--- config.mk ---
export PLATFORM = sky130hd
export DESIGN_NAME = sp_ram_arbiter
export DESIGN_NICKNAME = d
export VERILOG_FILES = /design/src/rtl/sp_ram_arb_pkg.sv /design/src/rtl/sp_ram_arb_prio.sv /design/src/rtl/sp_ram_arbiter.sv
export SDC_FILE = /design/constraint.sdc
export NUM_CORES = 1
export LEC_CHECK = 0
export BUFFER_PORTS_ARGS = -buffer_cell sky130_fd_sc_hd__buf_2
export CAP_MARGIN = 20
export CELL_PAD_IN_SITES_DETAIL_PLACEMENT = 0
export CELL_PAD_IN_SITES_GLOBAL_PLACEMENT = 1
export CORE_MARGIN = 5
export CORE_UTILIZATION = 21
export DETAILED_ROUTE_END_ITERATION = 8
export PLACE_DENSITY = 0.94
export SLEW_MARGIN = 40
export SYNTH_ARGS = -nofsm -noshare
export SYNTH_HDL_FRONTEND = slang
export SYNTH_HIERARCHICAL = 1
export SYNTH_SLANG_ARGS = --single-unit
--- constraint.sdc ---
create_clock -name clk -period 4.35 [get_ports clk]
set_input_delay 0 -clock clk [delete_from_list [all_inputs] [get_ports clk]]
set_output_delay 0 -clock clk [all_outputs]
set_load 0.03 [all_outputs]
--- src/rtl/sp_ram_arb_pkg.sv ---
// -----------------------------------------------------------------------------
// sp_ram_arb_pkg
// Shared types and constants for the single-port RAM arbiter.
//   owner_e        : which port owns the access issued in the previous cycle
//   STARVE_W       : width of the per-port starvation counters
//   STARVE_THRESH  : counter value at which a losing port is forced to win
// -----------------------------------------------------------------------------
package sp_ram_arb_pkg;

  typedef enum logic [1:0] {
    OWNER_NONE  = 2'd0,
    OWNER_INSTR = 2'd1,
    OWNER_DATA  = 2'd2
  } owner_e;

  localparam int unsigned STARVE_W = 2;
  localparam logic [STARVE_W-1:0] STARVE_THRESH = 2'd3;

endpackage

--- src/rtl/sp_ram_arb_prio.sv ---
// -----------------------------------------------------------------------------
// sp_ram_arb_prio
// Grant selection between the instruction and data ports.
//   - No contention: the single requester is granted combinationally.
//   - Contention: a port whose starvation counter has reached STARVE_THRESH
//     wins; otherwise the data port wins (fixed priority) or, with
//     ARB_ROUND_ROBIN_EN defined, the port not granted at the last contention.
//   - Each port's counter counts consecutive cycles of requesting and losing,
//     and clears whenever that port is granted.
//
// Optional feature macro: ARB_ROUND_ROBIN_EN (round-robin contention).
//
// Ports
//   clk          in   rising-edge clock
//   rst_i        in   synchronous active-high reset; forces grants to 0
//   instr_req_i  in   instruction port request
//   data_req_i   in   data port request
//   instr_gnt_o  out  instruction port grant (combinational)
//   data_gnt_o   out  data port grant (combinational)
// -----------------------------------------------------------------------------
module sp_ram_arb_prio
  import sp_ram_arb_pkg::*;
(
  input  logic clk,
  input  logic rst_i,
  input  logic instr_req_i,
  input  logic data_req_i,
  output logic instr_gnt_o,
  output logic data_gnt_o
);

  logic [STARVE_W-1:0] instr_cnt_q, instr_cnt_d;
  logic [STARVE_W-1:0] data_cnt_q, data_cnt_d;
  logic                contend;
  logic                instr_starved;
  logic                data_starved;
  logic                favour_data;

  assign contend       = instr_req_i & data_req_i;
  assign instr_starved = (instr_cnt_q == STARVE_THRESH);
  assign data_starved  = (data_cnt_q == STARVE_THRESH);

`ifdef ARB_ROUND_ROBIN_EN
  // 1 = data port wins the next plain contention. Only a contended grant
  // moves it, and it always moves to the port that just lost.
  logic ptr_data_q, ptr_data_d;

  assign favour_data = ptr_data_q;

  always_comb begin
    ptr_data_d = ptr_data_q;
    if (contend && !rst_i) begin
      ptr_data_d = instr_gnt_o;
    end
  end

  always_ff @(posedge clk) begin
    if (rst_i) begin
      ptr_data_q <= 1'b1;
    end else begin
      ptr_data_q <= ptr_data_d;
    end
  end
`else
  assign favour_data = 1'b1;
`endif

  always_comb begin
    instr_gnt_o = 1'b0;
    data_gnt_o  = 1'b0;
    if (!rst_i) begin
      if (contend) begin
        // The starvation override only applies when exactly one port is
        // starved; a tie falls back to the normal contention rule.
        if (instr_starved && !data_starved) begin
          instr_gnt_o = 1'b1;
        end else if (data_starved && !instr_starved) begin
          data_gnt_o = 1'b1;
        end else if (favour_data) begin
          data_gnt_o = 1'b1;
        end else begin
          instr_gnt_o = 1'b1;
        end
      end else begin
        instr_gnt_o = instr_req_i;
        data_gnt_o  = data_req_i;
      end
    end
  end

  // A request that is not granted has lost to the other port; counters
  // saturate at the threshold until the port is granted.
  always_comb begin
    instr_cnt_d = instr_cnt_q;
    data_cnt_d  = data_cnt_q;
    if (instr_gnt_o) begin
      instr_cnt_d = '0;
    end else if (instr_req_i && !instr_starved) begin
      instr_cnt_d = instr_cnt_q + 1'b1;
    end
    if (data_gnt_o) begin
      data_cnt_d = '0;
    end else if (data_req_i && !data_starved) begin
      data_cnt_d = data_cnt_q + 1'b1;
    end
  end

  always_ff @(posedge clk) begin
    if (rst_i) begin
      instr_cnt_q <= '0;
      data_cnt_q  <= '0;
    end else begin
      instr_cnt_q <= instr_cnt_d;
      data_cnt_q  <= data_cnt_d;
    end
  end

endmodule

--- src/rtl/sp_ram_arbiter.sv ---
// -----------------------------------------------------------------------------
// sp_ram_arbiter
// Shares one single-port RAM between an instruction port (read only) and a
// data port (read/write). One access per cycle; grant selection lives in
// sp_ram_arb_prio, this level muxes the granted payload onto the RAM and
// routes the response back one cycle later.
//
// Handshake: a requester raises req with its payload and holds both stable
// until it sees gnt in the same cycle; the access is then on the RAM that
// cycle, and exactly one cycle later the owning port sees rvalid for one
// cycle (reads carry ram_rdata_i, data-port writes carry don't-care data).
// gnt and rvalid may coincide, so back-to-back accesses run at full rate.
//
// Optional feature macro: ARB_ROUND_ROBIN_EN (round-robin contention,
// handled inside sp_ram_arb_prio).
//
// Ports
//   clk, rst_i                          clock, synchronous active-high reset
//   instr_req_i/instr_addr_i            instruction read request, byte address
//   instr_gnt_o/instr_rvalid_o/_rdata_o instruction grant and read response
//   data_req_i/_we_i/_addr_i/_be_i/_wdata_i   data request and payload
//   data_gnt_o/data_rvalid_o/data_rdata_o     data grant and response
//   ram_en_o/_we_o/_addr_o/_be_o/_wdata_o     RAM-side access
//   ram_rdata_i                         RAM read data, one cycle after ram_en_o
//   ram_bypass_o                        RAM test bypass, tied low
// -----------------------------------------------------------------------------
module sp_ram_arbiter
  import sp_ram_arb_pkg::*;
#(
  parameter int unsigned ADDR_WIDTH = 15,
  parameter int unsigned DATA_WIDTH = 32
) (
  input  logic                    clk,
  input  logic                    rst_i,
  input  logic                    instr_req_i,
  input  logic [ADDR_WIDTH-1:0]   instr_addr_i,
  output logic                    instr_gnt_o,
  output logic                    instr_rvalid_o,
  output logic [DATA_WIDTH-1:0]   instr_rdata_o,
  input  logic                    data_req_i,
  input  logic                    data_we_i,
  input  logic [ADDR_WIDTH-1:0]   data_addr_i,
  input  logic [DATA_WIDTH/8-1:0] data_be_i,
  input  logic [DATA_WIDTH-1:0]   data_wdata_i,
  output logic                    data_gnt_o,
  output logic                    data_rvalid_o,
  output logic [DATA_WIDTH-1:0]   data_rdata_o,
  output logic                    ram_en_o,
  output logic                    ram_we_o,
  output logic [ADDR_WIDTH-1:0]   ram_addr_o,
  output logic [DATA_WIDTH/8-1:0] ram_be_o,
  output logic [DATA_WIDTH-1:0]   ram_wdata_o,
  input  logic [DATA_WIDTH-1:0]   ram_rdata_i,
  output logic                    ram_bypass_o
);

  owner_e owner_q, owner_d;

  sp_ram_arb_prio u_prio (
    .clk         (clk),
    .rst_i       (rst_i),
    .instr_req_i (instr_req_i),
    .data_req_i  (data_req_i),
    .instr_gnt_o (instr_gnt_o),
    .data_gnt_o  (data_gnt_o)
  );

  // When idle the data payload is left on the RAM bus; only ram_en_o and
  // ram_we_o are meaningful then.
  always_comb begin
    ram_en_o = instr_gnt_o | data_gnt_o;
    if (instr_gnt_o) begin
      ram_we_o    = 1'b0;
      ram_addr_o  = instr_addr_i;
      ram_be_o    = '1;
      ram_wdata_o = '0;
    end else begin
      ram_we_o    = data_gnt_o & data_we_i;
      ram_addr_o  = data_addr_i;
      ram_be_o    = data_be_i;
      ram_wdata_o = data_wdata_i;
    end
  end

  always_comb begin
    owner_d = OWNER_NONE;
    if (data_gnt_o) begin
      owner_d = OWNER_DATA;
    end else if (instr_gnt_o) begin
      owner_d = OWNER_INSTR;
    end
  end

  always_ff @(posedge clk) begin
    if (rst_i) begin
      owner_q <= OWNER_NONE;
    end else begin
      owner_q <= owner_d;
    end
  end

  // rst_i also gates rvalid so a grant made just before reset never
  // produces a response while reset is held.
  assign instr_rvalid_o = !rst_i && (owner_q == OWNER_INSTR);
  assign data_rvalid_o  = !rst_i && (owner_q == OWNER_DATA);
  assign instr_rdata_o  = instr_rvalid_o ? ram_rdata_i : '0;
  assign data_rdata_o   = data_rvalid_o ? ram_rdata_i : '0;
  assign ram_bypass_o   = 1'b0;

endmodule

* Word level (Yosys, flattened, before mapping) *
Cells that the tools add are included.

operators by class
  multiplexer cells = 14
  add/sub/neg operators = 2
  equality and inequality tests = 4
  bitwise gates (word level) = 3
  reductions and logical operators = 10

operators by type and width
  kind                 count
  $mux 32              3
  $mux 15              1
  $mux 1               8
  $eq 2x2->1 const B   3
  $logic_and 1x1->1    5
  $add 2x1->2 const B  2
  $mux 4               1
  $reduce_or 2->1      2
  $logic_not 1->1      3
  $and 1x1->1          2
  $eq 2x1->1 const B   1
  $mux 2               1
  $or 1x1->1           1

storage, ports and cells
  input port bits = 103
  logic and storage cells = 37
  output and inout bits = 122
  register bits after elaboration = 6

* Logic depth before layout (Yosys ltp) *
Gate-level depths: netlist (run 1).

  depth in word-level cells = 8
  mapped depth = 7

* Cells and area by module *
The synthesis (run 1) kept the hierarchy.

modules (own cells, without submodules)
  module           seq. area each (µm²)  area each (µm²)  cells an instance  times used
  sp_ram_arbiter   40.0                  1422.6           152                1
  sp_ram_arb_prio  80.1                  206.4            22                 1

* Worst setup path before layout (run 1) *
OpenSTA, ideal clock, no wires.

  path type = register to output
  from = register u_prio.data_cnt_q[0]
  to = output port ram_addr_o[1]
  data arrival time = 2.214 ns
  setup slack = 2.136 ns
  stages on the path, launching flop included = 8
  buffers on the path = 2
  required time = 4.350 ns
  cell sequence = dfxtp_1 -> ha_1 -> and3b_4 -> a21o_1 -> nor2b_1 -> buf_6 -> buf_6 -> mux2_1

on the way
  word-level cells in the longest chain between the ends = 7

RTL lines
  element                 RTL line                text
  start, declared         sp_ram_arb_prio.sv:33   logic [STARVE_W-1:0] data_cnt_q, data_cnt_d;
  start signal, assigned  sp_ram_arb_prio.sv:114  data_cnt_q <= data_cnt_d;
  $eq 2x2->1              sp_ram_arb_prio.sv:41   assign data_starved = (data_cnt_q == STARVE_THRESH);
  $logic_not 1->1         sp_ram_arb_prio.sv:75   if (instr_starved && !data_starved) begin
  $logic_and 1x1->1       sp_ram_arb_prio.sv:75
  $mux 1                  sp_ram_arb_prio.sv:75
  $mux 1                  sp_ram_arb_prio.sv:72   if (contend) begin
  $mux 1                  sp_ram_arb_prio.sv:71   if (!rst_i) begin
  via instr_gnt_o         sp_ram_arbiter.sv:37    output logic instr_gnt_o,
  $mux 15                 sp_ram_arbiter.sv:72    if (instr_gnt_o) begin
  end, declared           sp_ram_arbiter.sv:50    output logic [ADDR_WIDTH-1:0] ram_addr_o,

The timed path passes the listed nets, and every way through them passes these cells.

* Final worst setup path (run 1) *
  from = register u_prio.data_cnt_q[0]
  to = output port ram_addr_o[1]

on the way
  word-level cells in the longest chain between the ends = 7

RTL lines
  element            RTL line
  $eq 2x2->1         sp_ram_arb_prio.sv:41
  $logic_not 1->1    sp_ram_arb_prio.sv:75
  $logic_and 1x1->1  sp_ram_arb_prio.sv:75
  $mux 1             sp_ram_arb_prio.sv:75
  $mux 1             sp_ram_arb_prio.sv:72
  $mux 1             sp_ram_arb_prio.sv:71
  $mux 15            sp_ram_arbiter.sv:72

No other way between the ends.

==> flow_metrics.env, run 1 <==
export IMPL_outcome="complete, no violations"
export IMPL_worst_path_most_repeated_cell="buf_16"
export IMPL_critical_path_startpoint_type="flip-flop"
export IMPL_clock_sink_count=6
export IMPL_grt_max_degree=75
export IMPL_gr_total_overflow=0
export IMPL_globalRouteTotalUtil_pct=14.7
export IMPL_ys_flop_type="dfxtp_1"
export IMPL_layout_setup_ws_ps=2080
export IMPL_synth_cell_type_count=30
export IMPL_layout_commonest_cell="buf_2"
export IMPL_port_buffer_count=223
export IMPL_design_die_area_um2=9620
export IMPL_hold_path_end="u_prio/data_cnt_q[1]$_SDFFE_PP0P_"
export IMPL_critical_path_arrival_ps=2270
export IMPL_num_io_pins=225
export IMPL_worstRegToRegCells=6
export IMPL_drc=0
export IMPL_detailed_placer_s_ending_hpwl_um=6460
export IMPL_hold_crit_start="data_req_i"
export IMPL_post_synth_instance_area_um2=1630
export IMPL_cts_inserted_buffers=3
export IMPL_timing_hold_worst_class="in2reg"
export IMPL_power_density_cell_area_nw_per_um2=143
export IMPL_final_nets=484
export IMPL_die_w_um=98.1
export IMPL_p_int_uw=220
export IMPL_cts_path_max_buffers=2
export IMPL_drv_max_cap_violation_count=0
export IMPL_core_region_area_um2=7650
export IMPL_worstPathRequired_ps=4350
export IMPL_synth_compound_area_share_pct=1.08
export IMPL_drt_wirelength_per_cell_um=16.2
export IMPL_holdBufCountCts=0
export IMPL_die_y_um=98.1
export IMPL_maxClockFrequency_ghz=0.441
export IMPL_detail_route_wirelength_um=7790
export IMPL_worstSetupPathType="reg2out"
export IMPL_route_vias_total=2178
export IMPL_slowest_stage="mux2_1"
export IMPL_critical_path_endpoint_type="primary output"
export IMPL_min_delay_path_depth=3
export IMPL_regToRegSetupSlack_ps=2770
export IMPL_synth_adder_area_share_pct=1.54
export IMPL_synth_fp_nets=279
export IMPL_share_comb_of_total_power_pct=65.2
export IMPL_post_route_cells_drive_above_1_share_pct=74.8
export IMPL_first_global_vias=2221
export IMPL_rsz_0062_raised_after_global_routing="false"
export IMPL_dp_worst_setup_slack_ps=2310
export IMPL_effective_utilization_at_floorplan_pct=21.3
export IMPL_synth_edff_count=0
export IMPL_htree_num_levels=1
export IMPL_cts_root_buf="clkbuf_8"
export IMPL_combinational_family_with_the_most_area_after_synthesis="simple AND/OR/NAND/NOR gates"
export IMPL_cts_tree="yes"
export IMPL_fin_tns_setup_ps=0
export IMPL_clkLatencyLatePin_ps=220
export IMPL_critical_path_max_stage_delay_ps=350
export IMPL_std_cell_rows=32
export IMPL_maxSlewHeadroom_pct=58.5
export IMPL_r2r_start="u_prio/data_cnt_q[0]$_SDFFE_PP0P_"
export IMPL_synthesis_instances=174
export IMPL_finalCriticalPeriod_ps=2270
export IMPL_path_cells="ha_1 -> and3b_4 -> a21o_1 -> nor2b_4 -> buf_16 -> buf_16 -> mux2_1 -> buf_2"
export IMPL_grt_first_pass_wirelength_um=11800
export IMPL_final_report_setup_violation_count=0
export IMPL_cts_post_setup_buffers_inserted=0
export IMPL_routabilityCongestion=0.951
export IMPL_antenna_found_initial=6
export IMPL_post_synth_cell_area_avg_um2=9.36
export IMPL_swShare_pct=45.0
export IMPL_synth_simple_area_share_pct=66.2
export IMPL_worst_pin_slew_ps=623
export IMPL_cts_resized=0
export IMPL_detail_route_first_pass_iterations=4
export IMPL_syn_to_final_growth_pct=72.6
export IMPL_drt_iter0_drc=85
export IMPL_finalCritPeriodShare_pct=52.1
export IMPL_final_max_slew_violation_count=0
export IMPL_synthMuxAreaShare_pct=11.0
export IMPL_timing_rr_end="owner_q[0]$_SDFF_PP0_"
export IMPL_leakage_nw=1.55
export IMPL_power_clock_fraction_pct=20.2
export IMPL_net_switching_power_uw=180
export IMPL_synth_xor_area_share_pct=0.538
export IMPL_synth_seq_area_share_pct=7.37
export IMPL_path_max_fanout=29
export IMPL_power_ir_vdd_worst_mv=0.0827
export IMPL_route_detailed_vias_per_inst=4.53
export IMPL_final_hold_viol_count=0
export IMPL_most_used_cells_in_the_layout_excluding_fill_and_tap_cells="buf_2 (223), and4bb_2 (35), nor2b_1 (33)"
export IMPL_count_of_synthesis_stage_warnings_from_yosys=6
export IMPL_yosys_register_bits=6
export IMPL_finClkSkew_ps=2.65
export IMPL_synth_async_sr_flop_share_pct=0
export IMPL_cts_reportedPaths_clkPinSlew_ps=40
export IMPL_drt_antenna_violating_nets=0
export IMPL_power_frac_seq_pct=14.6
==> final cells by class <==
class	instances	area, um^2
Multi-Input combinational cell	139	1320
Timing Repair Buffer	228	1190
Fill cell	826	4840
Antenna cell	2	5.00
Clock buffer	3	41.3
Sequential cell	6	120
Inverter	1	3.75
Tap cell	102	128
==> worst max-delay path, delay by kind of cell, from the launching register on <==
family / cells / cell delay, ps
AND/OR/NAND/NOR: 2 / 500
flip-flops: 1 / 310
adder cells (fa/ha/maj): 1 / 190
multiplexers: 1 / 350
buffers and inverters: 3 / 550
AO/OA/AOI/OAI: 1 / 130
==> worst max-delay path by stage <==
stage | from | endpoint | slack (ps) | cells after the start
after global routing | u_prio/data_cnt_q[0]$_SDFFE_PP0P_ | ram_addr_o[1] | 1960 | 8
after detailed placement | u_prio/data_cnt_q[0]$_SDFFE_PP0P_ | ram_addr_o[1] | 2310 | 8
after floorplan | u_prio/data_cnt_q[0]$_SDFFE_PP0P_ | ram_addr_o[1] | 2140 | 7
final | u_prio/data_cnt_q[0]$_SDFFE_PP0P_ | ram_addr_o[1] | 2080 | 8
after global placement | u_prio/data_cnt_q[0]$_SDFFE_PP0P_ | ram_addr_o[12] | 1980 | 6
after CTS | u_prio/data_cnt_q[0]$_SDFFE_PP0P_ | ram_addr_o[1] | 2060 | 8
==> cells in the mapped netlist (2+ instances only) <==
cell	instances	area (um^2)
mux2_2	11	124
a21oi_1	2	10.0
nor3_1	3	15.0
and4bb_1	2	25.0
or2_2	2	12.5
clkbuf_1	4	15.0
and4bb_2	35	438
nor2b_1	34	213
mux2_1	4	45.0
nand2_1	2	7.51
or2_1	3	18.8
nor4bb_1	26	260
buf_4	8	60.1
nor3b_1	3	22.5
buf_6	6	67.6
ha_1	2	25.0
buf_2	9	45.0
dfxtp_1	6	120
==> state kept, by name (all words and copies together) (netlist names) <==
name                flops
owner_q                 2
u_prio/data_cnt_q       2
u_prio/instr_cnt_q      2
==> per-layer routing <==
layer / up-vias / part of all wire, % / GRT usage [%]
li1: 1063 / - / -
met4: 6 / 0.33 / 2.13
met3: 10 / 9.4 / 6.36
met5: - / 0.53 / 0
met2: 86 / 51 / 25.5
met1: 1013 / 39 / 17.1
==> power groups by stage <==
stage	sequential [mW]	combinational, mW	clock, mW
2_1_floorplan	0.0591	0.167	0
3_3_place_gp	0.0589	0.252	0
3_5_place_dp	0.0591	0.262	0
4_1_cts	0.0583	0.263	0.0842
5_1_grt	0.0585	0.278	0.0875
6_report	0.0583	0.261	0.0810
==> kinds of logic after synthesis <==
family / after synthesis
compound gates: 3
xor+xnor: 1
fa+ha+maj: 2
buf+inv: 29
flops: 6
mux: 16
other cells: 1
simple gates: 116
==> through the flow <==
stage | hold WS, ps | instance area [um^2] | utilization (%) | instances | total power [mW]
6_report | 91.9 | 2810 | 36.8 | 481 | 0.401
5_1_grt | 107 | 2810 | 36.8 | 481 | 0.424
4_1_cts | 84.5 | 2810 | 36.7 | 479 | 0.405
3_5_place_dp | 319 | 2770 | 36.2 | 476 | 0.321
3_3_place_gp | 296 | 2710 | 35.4 | 474 | 0.311
2_1_floorplan | 69.1 | 1630 | - | 174 | 0.226
Note: power is estimated with default switching activity, not from simulation.
==> inputs of run 2 (changes only) <==
ABC_AREA = 1   (was not set)
CORE_UTILIZATION = 12   (was 21)
PLACE_DENSITY = 0.81   (was 0.94)
clock period = 1.8 ns   (was 4.35 ns; I/O delays follow)
==> run 2 against run 1 <==
  * Via count rose by 3.0%
  * Largest cell class is now buffers
  * Sequential share of layout area rose by 0.31 points
  * Final cell count rose by 32%
  * Highest routed layer is now met4
==> flow_metrics.env, run 2 <==
export IMPL_outcome="complete, no violations"
export IMPL_cts_inserted_buffers=3
export IMPL_worst_setup_path_startpoint="u_prio/instr_cnt_q[0]$_SDFFE_PP0P_"
export IMPL_post_route_cells_drive_above_1_share_pct=49.2
export IMPL_htree_num_levels=1
export IMPL_worstSetupPathType="reg2out"
export IMPL_antenna_cells_inserted=0
export IMPL_leakage_nw=1.97
export IMPL_post_synth_instance_area_um2=1290
export IMPL_maxClockFrequency_ghz=0.585
export IMPL_route_detailed_vias_per_inst=3.53
export IMPL_synth_seq_area_share_pct=9.28
export IMPL_worstRegToRegCells=7
export IMPL_synth_edff_count=0
export IMPL_syn_to_final_growth_pct=103
export IMPL_grt_max_degree=50
export IMPL_regToRegSetupSlack_ps=510
export IMPL_gr_total_overflow=0
export IMPL_most_used_cells_in_the_layout_excluding_fill_and_tap_cells="buf_2 (221), nor2_1 (102), inv_1 (76)"
export IMPL_drt_iter0_drc=64
export IMPL_power_ir_vdd_worst_mv=0.145
export IMPL_grt_first_pass_wirelength_um=8780
export IMPL_die_w_um=114
export IMPL_worstPathRequired_ps=1800
export IMPL_critical_path_endpoint_type="primary output"
export IMPL_fin_tns_setup_ps=0
export IMPL_post_place_cells=630
export IMPL_num_io_pins=225
export IMPL_core_region_area_um2=10700
export IMPL_drc=0
export IMPL_critical_path_arrival_ps=1710
export IMPL_synth_area_leader_cell="nor2_1"
export IMPL_std_cell_rows=38
export IMPL_synth_top_cells_by_count="nor2_1 (103), inv_1 (77), nand2_1 (58)"
export IMPL_timing_rr_end="owner_q[0]$_SDFF_PP0_"
export IMPL_detail_route_wirelength_um=6450
export IMPL_first_global_vias=1986
export IMPL_drt_wirelength_per_cell_um=10.1
export IMPL_timing_hold_worst_class="in2reg"
export IMPL_largestRegisters="owner_q x2, u_prio/data_cnt_q x2, u_prio/instr_cnt_q x2"
export IMPL_synth_area_leaders="nor2_1 (30%), inv_1 (22%), nand2_1 (17%)"
export IMPL_drt_antenna_violating_nets=0
export IMPL_effective_utilization_at_floorplan_pct=12.1
export IMPL_drv_max_cap_violation_count=0
export IMPL_final_instance_count_excl_fill=636
export IMPL_yosys_register_bits=6
export IMPL_layout_commonest_cell="buf_2"
export IMPL_count_of_synthesis_stage_warnings_from_yosys=6
export IMPL_critical_path_startpoint_type="flip-flop"
export IMPL_cts_tree="yes"
export IMPL_die_y_um=114
export IMPL_layout_setup_ws_ps=90.7
export IMPL_cts_path_max_buffers=2
export IMPL_synth_most_common_cell="nor2_1"
export IMPL_r2r_start="u_prio/data_cnt_q[0]$_SDFFE_PP0P_"
export IMPL_route_vias_total=2244
export IMPL_ys_flop_type="dfxtp_1"
export IMPL_synth_fp_nets=384
export IMPL_final_hold_viol_count=0
export IMPL_crit_end="ram_be_o[0]"
export IMPL_cts_root_buf="clkbuf_8"
export IMPL_post_synth_cell_area_avg_um2=4.64
export IMPL_synth_cell_type_count=18
export IMPL_final_nets=603
export IMPL_antenna_found_initial=0
export IMPL_clkLatencyLatePin_ps=220
export IMPL_finClkSkew_ps=2.05
export IMPL_synthesis_instances=279
export IMPL_final_max_slew_violation_count=0
export IMPL_design_die_area_um2=13000
export IMPL_finalCritPeriodShare_pct=95.0
export IMPL_port_buffer_count=223
export IMPL_detail_route_first_pass_iterations=4
export IMPL_globalRouteTotalUtil_pct=8.22
export IMPL_clock_sink_count=6
export IMPL_detailed_placer_s_ending_hpwl_um=5400
export IMPL_final_report_setup_violation_count=0
export IMPL_synthDominantCellAreaShare_pct=29.9
export IMPL_hold_ws_ps=75.5
export IMPL_layout_core_utilization_pct=24.5
export IMPL_path_max_fanout=13
export IMPL_finalCriticalPeriod_ps=1710
export IMPL_routabilityCongestion=0.764
export IMPL_cts_reportedPaths_clkPinSlew_ps=40
export IMPL_power_density_cell_area_nw_per_um2=364
export IMPL_holdBufCountCts=0
export IMPL_synth_async_sr_flop_share_pct=0
export IMPL_dp_worst_setup_slack_ps=269
run 2: cell types whose count changed after synthesis, sizes merged, moves of 3 or more:
cell,delta
nor2,+103
inv,+78
nand2,+58
and4bb,-37
nor2b,-34
nor4bb,-27
mux2,-15
buf,-9
nand3,+7
clkbuf,-5
nor3b,-3
run 2: report_power, final:
group / switching, mW / internal, mW
combinational: 0.395 / 0.214
sequential: 0.00421 / 0.140
clock: 0.0582 / 0.144
run 2: cell families after synthesis:
logic type | after synthesis | synth area share (%)
other | 1 | 0.290
buffers and inverters | 93 | 32.4
AO/OA/AOI/OAI | 1 | 0.386
AND/OR/NAND/NOR | 176 | 55.7
adder cells (fa/ha/maj) | 2 | 1.93
flip-flops | 6 | 9.28
run 2: metrics by stage:
| stage | instance area [um^2] | power (mW) |
|---|---|---|
| after CTS | 2540 | 0.954 |
| after global placement | 2500 | 0.744 |
| after detailed placement | 2500 | 0.743 |
| final | 2620 | 0.954 |
| after global routing | 2620 | 1.02 |
| after floorplan | 1300 | 0.513 |
run 2: layout make-up:
cell class | instances | area [um^2]
well taps | 140 | 175
flip-flops and latches | 6 | 120
repair buffers | 228 | 1220
multi-input cells | 180 | 769
inverters | 79 | 299
clock buffers | 3 | 41.3
fillers | 1251 | 8070
run 2: repair_timing:
action,CTS,global route
endpoints found under the setup margin,0,29
gates resized for setup,0,7
setup buffers,0,1
run 2: routing by layer:
metal / vias up / global-route usage (%) / part of all wire [%]
met5: - / 0 / 0
met4: 0 / 2.22 / 0.53
met3: 2 / 3.13 / 16
met2: 163 / 16.1 / 50
met1: 888 / 7.93 / 34
li1: 1191 / - / -
run 2: how the worst min path moves through the flow:
| stage | startpoint | endpoint | slack (ps) | depth (start not counted) |
|---|---|---|---|---|
| final | rst_i | owner_q[1]$_SDFF_PP0_ | 80 | 2 |
| after global routing | rst_i | owner_q[0]$_SDFF_PP0_ | 90 | 2 |
| after CTS | rst_i | owner_q[1]$_SDFF_PP0_ | 60 | 2 |
| after floorplan | rst_i | instr_gnt_o | 60 | 1 |
| after global placement | rst_i | owner_q[1]$_SDFF_PP0_ | 300 | 2 |
| after detailed placement | rst_i | owner_q[1]$_SDFF_PP0_ | 300 | 2 |
run 2: worst max-delay path, stage by stage, from the launching register on:
cell	delay [ps]
dfxtp_1	320
ha_1	230
nand3_2	120
a21oi_4	70
buf_12	140
buf_12	140
or2_2	280
buf_2	180
